$ cat config.mk
export PLATFORM = sky130hd
export DESIGN_NAME = regfile_wb_arbiter
export DESIGN_NICKNAME = d
export VERILOG_FILES = /design/src/rtl/regfile_wb_arbiter_pkg.sv /design/src/rtl/rr_arbiter2.sv /design/src/rtl/regfile_wb_arbiter.sv
export SDC_FILE = /design/constraint.sdc
export NUM_CORES = 1
export LEC_CHECK = 0
export ABC_CLOCK_PERIOD_IN_PS = 1500
export CAP_MARGIN = 20
export CORE_ASPECT_RATIO = 1.25
export CORE_MARGIN = 5
export CORE_UTILIZATION = 34
export DETAILED_ROUTE_END_ITERATION = 10
export PLACE_DENSITY = 0.78
export SLEW_MARGIN = 20
export SYNTH_ARGS = -nofsm -noshare
export SYNTH_HDL_FRONTEND = slang
export SYNTH_SLANG_ARGS = --single-unit
$ cat constraint.sdc
create_clock -name clk -period 1.5 [get_ports clk]
set_input_delay 0.225 -clock clk [delete_from_list [all_inputs] [get_ports clk]]
set_output_delay 0.225 -clock clk [all_outputs]
set_load 0.05 [all_outputs]
$ cat src/rtl/regfile_wb_arbiter_pkg.sv
// -----------------------------------------------------------------------------
// regfile_wb_arbiter_pkg
// Shared constants and types for the register file and its write-back
// arbiter.
//   DW        : register data width
//   AW        : register address width
//   NREGS     : number of architectural registers (2**AW)
//   ZERO_REG  : hard-wired zero register; writes to it are dropped
//   req_id_e  : identifies one of the two write-back requesters
// -----------------------------------------------------------------------------
package regfile_wb_arbiter_pkg;

    localparam int DW       = 32;
    localparam int AW       = 5;
    localparam int NREGS    = 1 << AW;
    localparam int ZERO_REG = 0;

    typedef enum logic {
        REQ0 = 1'b0,
        REQ1 = 1'b1
    } req_id_e;

endpackage

$ cat src/rtl/rr_arbiter2.sv
// -----------------------------------------------------------------------------
// rr_arbiter2
// Two-way round-robin arbiter. A lone requester is granted at once; when
// both request, the one that was not granted most recently wins. The
// priority pointer only moves when a grant is issued, so idle cycles leave
// it untouched. Grants are suppressed while reset is asserted.
// Ports:
//   clk          : clock, rising edge
//   rst          : asynchronous active-low reset (pointer favours req0)
//   req0 / req1  : request inputs
//   gnt0 / gnt1  : combinational grants (one-hot or zero)
// -----------------------------------------------------------------------------
module rr_arbiter2
    import regfile_wb_arbiter_pkg::*;
(
    input  logic clk,
    input  logic rst,
    input  logic req0,
    input  logic req1,
    output logic gnt0,
    output logic gnt1
);

    // Requester that wins the next contested cycle.
    req_id_e favour_reg;
    req_id_e favour_next;

    always_comb begin
        gnt0 = 1'b0;
        gnt1 = 1'b0;
        if (rst) begin
            if (req0 && req1) begin
                gnt0 = (favour_reg == REQ0);
                gnt1 = (favour_reg == REQ1);
            end else begin
                gnt0 = req0;
                gnt1 = req1;
            end
        end
    end

    // A grant always completes a transfer (grant implies request), so the
    // pointer moves to the other requester whenever anyone is granted.
    always_comb begin
        favour_next = favour_reg;
        if (gnt0) begin
            favour_next = REQ1;
        end else if (gnt1) begin
            favour_next = REQ0;
        end
    end

    always_ff @(posedge clk or negedge rst) begin
        if (!rst) begin
            favour_reg <= REQ0;
        end else begin
            favour_reg <= favour_next;
        end
    end

endmodule

$ cat src/rtl/regfile_wb_arbiter.sv
// -----------------------------------------------------------------------------
// regfile_wb_arbiter
// Arbitrates two write-back requesters onto the single register-file write
// port and keeps a busy scoreboard of registers with writes still in flight.
// Ports:
//   clk, rst                     : clock; asynchronous active-low reset
//   reqN_valid/ready/addr/data   : requester N write handshake (N = 0,1)
//   claim_en, claim_addr         : mark a register as pending a future write
//   rs, rt                       : hazard query addresses
//   rs_busy, rt_busy             : query results (combinational)
//   rd, Rd, wen                  : registered register-file write port
// -----------------------------------------------------------------------------
module regfile_wb_arbiter
#(
    parameter int DW = regfile_wb_arbiter_pkg::DW,
    parameter int AW = regfile_wb_arbiter_pkg::AW
)
(
    input  logic          clk,
    input  logic          rst,
    input  logic          req0_valid,
    output logic          req0_ready,
    input  logic [AW-1:0] req0_addr,
    input  logic [DW-1:0] req0_data,
    input  logic          req1_valid,
    output logic          req1_ready,
    input  logic [AW-1:0] req1_addr,
    input  logic [DW-1:0] req1_data,
    input  logic          claim_en,
    input  logic [AW-1:0] claim_addr,
    input  logic [AW-1:0] rs,
    input  logic [AW-1:0] rt,
    output logic          rs_busy,
    output logic          rt_busy,
    output logic [AW-1:0] rd,
    output logic [DW-1:0] Rd,
    output logic          wen
);

    import regfile_wb_arbiter_pkg::*;

    localparam int NUM_REGS = 1 << AW;
    localparam logic [AW-1:0] ZERO_ADDR = AW'(ZERO_REG);

    // ------------------------------------------------------------------
    // Arbitration
    // ------------------------------------------------------------------
    logic gnt0;
    logic gnt1;

    rr_arbiter2 u_arb (
        .clk  (clk),
        .rst  (rst),
        .req0 (req0_valid),
        .req1 (req1_valid),
        .gnt0 (gnt0),
        .gnt1 (gnt1)
    );

    assign req0_ready = gnt0;
    assign req1_ready = gnt1;

    logic          xfer;
    logic [AW-1:0] xfer_addr;
    logic [DW-1:0] xfer_data;

    assign xfer      = gnt0 | gnt1;
    assign xfer_addr = gnt1 ? req1_addr : req0_addr;
    assign xfer_data = gnt1 ? req1_data : req0_data;

    // ------------------------------------------------------------------
    // Output stage: one cycle of latency. Address/data follow every
    // accepted transfer; the enable is dropped for the zero register.
    // ------------------------------------------------------------------
    logic          wen_reg;
    logic [AW-1:0] rd_reg;
    logic [DW-1:0] Rd_reg;

    always_ff @(posedge clk or negedge rst) begin
        if (!rst) begin
            wen_reg <= 1'b0;
            rd_reg  <= '0;
            Rd_reg  <= '0;
        end else begin
            wen_reg <= xfer && (xfer_addr != ZERO_ADDR);
            if (xfer) begin
                rd_reg <= xfer_addr;
                Rd_reg <= xfer_data;
            end
        end
    end

    assign wen = wen_reg;
    assign rd  = rd_reg;
    assign Rd  = Rd_reg;

    // ------------------------------------------------------------------
    // Busy scoreboard. A bit clears on the edge where its register is
    // committed (wen high with matching rd). A claim on the same edge wins
    // over the commit, because the new claim refers to a later write.
    // The zero register can never be busy.
    // ------------------------------------------------------------------
    logic [NUM_REGS-1:0] busy_reg;
    logic [NUM_REGS-1:0] busy_next;

    genvar gi;
    generate
        for (gi = 0; gi < NUM_REGS; gi++) begin : g_busy
            if (gi == ZERO_REG) begin : g_zero
                assign busy_next[gi] = 1'b0;
            end else begin : g_bit
                logic set_bit;
                logic clr_bit;
                assign set_bit = claim_en && (claim_addr == AW'(gi));
                assign clr_bit = wen_reg  && (rd_reg     == AW'(gi));
                assign busy_next[gi] = set_bit | (busy_reg[gi] & ~clr_bit);
            end
        end
    endgenerate

    always_ff @(posedge clk or negedge rst) begin
        if (!rst) begin
            busy_reg <= '0;
        end else begin
            busy_reg <= busy_next;
        end
    end

    assign rs_busy = busy_reg[rs] && (rs != ZERO_ADDR);
    assign rt_busy = busy_reg[rt] && (rt != ZERO_ADDR);

endmodule

After elaboration in Yosys (flattened, before gate mapping)
Cells that the tools add are included.

word-level totals
  input port bits = 94
  word-level logic and storage cells = 246
  output and inout bits = 42
  bits in registers = 70

cells by class
  eq/ne operators = 62
  muxes and demuxes = 12
  order comparisons = 2
  bitwise logic cells = 95
  reduce and logical (&&, ||, !) cells = 70

operator list
  operator              count
  $eq A5 B5 Y1 const B  32
  $eq A5 B4 Y1 const B  16
  $logic_and A1 B1 Y1   66
  $eq A5 B3 Y1 const B  8
  $mux W32              1
  $not A1 Y1            32
  $or A1 B1 Y1          32
  $and A1 B1 Y1         31
  $eq A5 B2 Y1 const B  4
  $reduce_bool A5 Y1    3
  $lt A5 B6 Y1 const B  2
  $bmux W1 S5           2
  $eq A5 B1 Y1 const B  2
  $mux W1               8
  $mux W5               1
  $reduce_bool A2 Y1    1

Longest topological paths before layout
Gate-level depths: netlist (run 1).

  depth in word-level cells = 6
  gate-level depth with buffers = 5
  depth with buffers taken out = 4

Hierarchy
From an unflattened synthesis (run 1), not the netlist that was laid out.

unflattened totals
  cells, all modules = 378
  area total of the unflattened synthesis = 3766.1 um^2

modules (own cells, without submodules)
  module              instances  area each (um^2)  cells an instance  sequential area each (um^2)
  regfile_wb_arbiter  1          3704.8            370                1726.7
  rr_arbiter2         1          61.3              8                  25.0

Worst setup path before layout (run 1)
OpenSTA, ideal clock, no wires.

  path kind = reg2out
  from = register busy_reg[26]
  to = output port rs_busy
  stages on the path, launching flop included = 5
  path buffers = 0
  data required time = 1.275 ns
  setup slack = -0.254 ns
  arrival time = 1.529 ns
  path through = dfrtp_1 mux2_1 o311ai_0 a221oi_1 a221o_1

between the ends
  cells in the longest elaborated chain, start to end = 3

ends and longest elaborated chain
  item                           line                       text
  start: declaration             regfile_wb_arbiter.sv:103  logic [NUM_REGS-1:0] busy_reg;
  start signal: assignment       regfile_wb_arbiter.sv:125  busy_reg <= busy_next;
  $bmux W1 S5                    regfile_wb_arbiter.sv:129  assign rs_busy = busy_reg[rs] && (rs != ZERO_ADDR);
  $mux W1 (implied by the code)  regfile_wb_arbiter.sv:129
  $logic_and A1 B1 Y1            regfile_wb_arbiter.sv:129
  end: declaration               regfile_wb_arbiter.sv:33   output logic rs_busy,

No other way between the ends. The select of a mux whose other input is x is not followed.

Worst setup path in the final report (run 1)
  from = register busy_reg[3]
  to = output port rs_busy

Same word-level chain as after synthesis.

==> flow_summary.yaml, run 1 <==
run_status:
  status: "finished with violations"
  failed_checks: "setup timing"
synth:
  synthArstFlopShare_pct: 100
  synth_ff_type: "dfrtp_1"
  syn-cell-area_sq_mm: 0.00357
  yosysTopAreaCellShare_pct: 49.0
  yosysSeqAreaShare_pct: 49.0
  synth_cell_types: 43
  synthCells: 342
  synth_area_leaders: "dfrtp_1 49%, o21ai_0 9.5%, a222oi_1 9.0%"
  synth_fp_nets: 436
  synth_top_area_cell: "dfrtp_1"
  synth_edf_count: 0
  postSynthAreaPerCell_sq_um: 10.4
  synth-seq-cells: 70
  yosysWarningCount: 0
sta:
  worstMarginPinSlew_ns: 0.457
  hold_viol_final: 0
  fin_worst_skew_ns: 0.00521
  rsz0062_at_grt: "true"
  setup_viol: 3
  slew_headroom_pct: 69.5
  whs_ns: 0.0391
  min_period_ns: 2.18
  fmax_ghz: 0.459
  setup_slack_ns: -0.679
  period_share_pct: 145
  slew_violations: 0
route:
  wl_um: 11800
  ant_nets: 0
  drtPass1Iterations: 6
  num_vias: 3566
  via_per_inst: 5.55
  drc: 0
  wl_per_cell_um: 18.3
  drt_iter0_markers: 246
cells_and_area:
  seq_area_sq_mm: 0.00175
  drive_gt1_share_pct: 24.5
  nNetsFinal: 603
  fin_util_pct: 56.6
  multi_input_area_sq_mm: 0.00167
  antenna_cells: 0
  largest_reg_flops: 32
  fillers: 830
  syn_to_final_growth_pct: 61.8
clocking:
  cts_tree: "yes"
  clock_path_buffers: 2
  clock-root-buffer: "clkbuf_16"
  htreeDepth: 3
  clock_latency_ns: 0.33
  cts_sinks: 70
  path_clk_slew_ns: 0.06
  cts_buffers: 9
floorplanning:
  die_y_um: 125
  ios: 136
  start_util_pct: 35.0
  core_area_sq_mm: 0.0102
  die_x_um: 102
  rows: 41
  fp.dieArea_sq_mm: 0.0127
setup_path:
  crit_path_start_kind: "flip-flop"
  crit_chain: "mux4_2 > o22ai_2 > a2111oi_1 > a221o_2 > buf_6"
  reg2reg_depth: 6
  critPathSlowestCell: "mux4_2"
  endpoint_kind: "primary output"
  crit_fanout: 3
  crit_arrival_ns: 1.95
  cp.required_ns: 1.27
  critical_path.max_stage_delay_ns: 0.48
  crit_buf_inv: 1
  crit_type: "flip-flop to primary output"
  cp.depth: 5
  cp_top_family: "compound AO/OA/AOI/OAI gates"
placement:
  io_buffer_count: 135
  gp_congestion: 0.889
  hpwl_um: 8930
global_route:
  grt_overflow: 0
  antenna_found_initial: 1
  grt_use_total_pct: 19.0
  grt_pass1_vias: 3866
  grt_max_degree: 38
  grt_first_pass_wirelength_um: 19000
hold_path:
  min_path_type: "primary input to asynchronous set/reset pin"
power_and_ir_drop:
  p_total_mw: 7.41
  cellPowerDensity_mw_per_mm2: 1280
  p_leak_nw: 2.52
  ir_worst_vdd_mv: 0.718
job:
  maxCapViolations: 0
[kinds of logic after synthesis]
logic type	count (synthesis)	share of synthesized area, %
multiplexers	29	10.2
flip-flops	70	49.0
buffers and inverters	54	6.55
AO/OA/AOI/OAI	124	23.9
AND/OR/NAND/NOR	65	10.3
[what timing repair did]
item                       in CTS  in global routing
gates resized for setup        20                 15
pin swaps                       5                  4
hold endpoints to repair        1                  0
buffers inserted                7                  5
setup endpoints to repair       4                 31
cloned                          2                  0
hold buffers                    1                  0
[cell usage in the layout (no fill, tap or decap), drive strengths merged, types with 3 or more instances in the layout]
cell and count:
nor2b 9, nor4 3, dfrtp 70, dlygate4sd2 6, a222oi 32, clkbuf 13, nor2 5, or2 3
a221oi 3, nand2b 7, clkdlybuf4s50 84, nand3 8, mux2i 17, inv 35, mux4 4, o21ai 69
a2111oi 4, nand2 17, mux2 8, buf 82
[metrics by stage]
stage / instances / instance area, sq um / setup slack [ns] / setup TNS (ns)
CTS: 640 / 5720 / -0.690 / -1.42
finish: 643 / 5780 / -0.679 / -1.40
global placement: 614 / 5250 / -0.799 / -4.23
global route: 643 / 5780 / -0.721 / -1.54
floorplan: 342 / 3570 / -0.176 / -0.351
detailed placement: 614 / 5250 / -0.897 / -6.06
[report_power, final]
| part | total, mW | internal, mW | switching (mW) |
|---|---|---|---|
| Clock | 2.01 | 1.25 | 0.766 |
| Combinational | 2.60 | 1.19 | 1.42 |
| Sequential | 2.80 | 2.37 | 0.424 |
| Total | 7.41 | 4.81 | 2.61 |
[Yosys cell counts (3+ instances only)]
| cell | n |
|---|---|
| buf_4 | 3 |
| mux2i_1 | 17 |
| buf_2 | 4 |
| nor2_1 | 5 |
| clkbuf_1 | 10 |
| nand2_1 | 17 |
| nand3_1 | 8 |
| a221oi_1 | 3 |
| nor2b_1 | 9 |
| a222oi_1 | 32 |
| dfrtp_1 | 70 |
| nand2b_1 | 7 |
| nor4_1 | 3 |
| mux2_2 | 4 |
| inv_1 | 35 |
| o21ai_0 | 68 |
[final cells by class]
class / instances / area share, %
timing repair buffer: 175 / 30.8
inverter: 35 / 2.27
sequential: 70 / 30.3
clock inverter: 3 / 0.303
tap: 129 / 2.79
clock buffer: 13 / 4.68
multi-input combinational: 218 / 28.8
[layer usage]
metal,up-vias,share of wire [%],track usage [%]
li1,1650,-,-
met2,188,51,32.4
met5,-,0.11,0
met1,1700,36,20.7
met4,2,2.2,6.34
met3,26,11,8.18
[path summary, 6_finish.rpt]
check / slack, ns / endpoint / start
setup / recovery: -0.68 / rs_busy / busy_reg[3]$_DFF_PN0_
hold / removal: 0.04 / busy_reg[25]$_DFF_PN0_ / rst
setup reg to reg: 0.10 / Rd[20]$_DFFE_PN0P_ / u_arb.favour_reg$_DFFE_PN0P_
hold reg to reg: 0.50 / Rd[18]$_DFFE_PN0P_ / Rd[18]$_DFFE_PN0P_
max in group asynchronous: 1.07 / u_arb.favour_reg$_DFFE_PN0P_ / rst
min in group clk: 0.31 / u_arb.favour_reg$_DFFE_PN0P_ / req1_valid
No activity file was read; power rests on OpenSTA's default activity.
==> run 2, diff against run 1 <==
--- a/config.mk
+++ b/config.mk
@@ -10,6 +10,7 @@
 export CORE_ASPECT_RATIO = 1.25
 export CORE_MARGIN = 5
 export CORE_UTILIZATION = 34
+export CTS_CLUSTER_SIZE = 14
 export DETAILED_ROUTE_END_ITERATION = 10
 export PLACE_DENSITY = 0.78
 export SLEW_MARGIN = 20
==> results of run 2 <==
The final DEF is identical to that of run 1; final timing and power are the same.
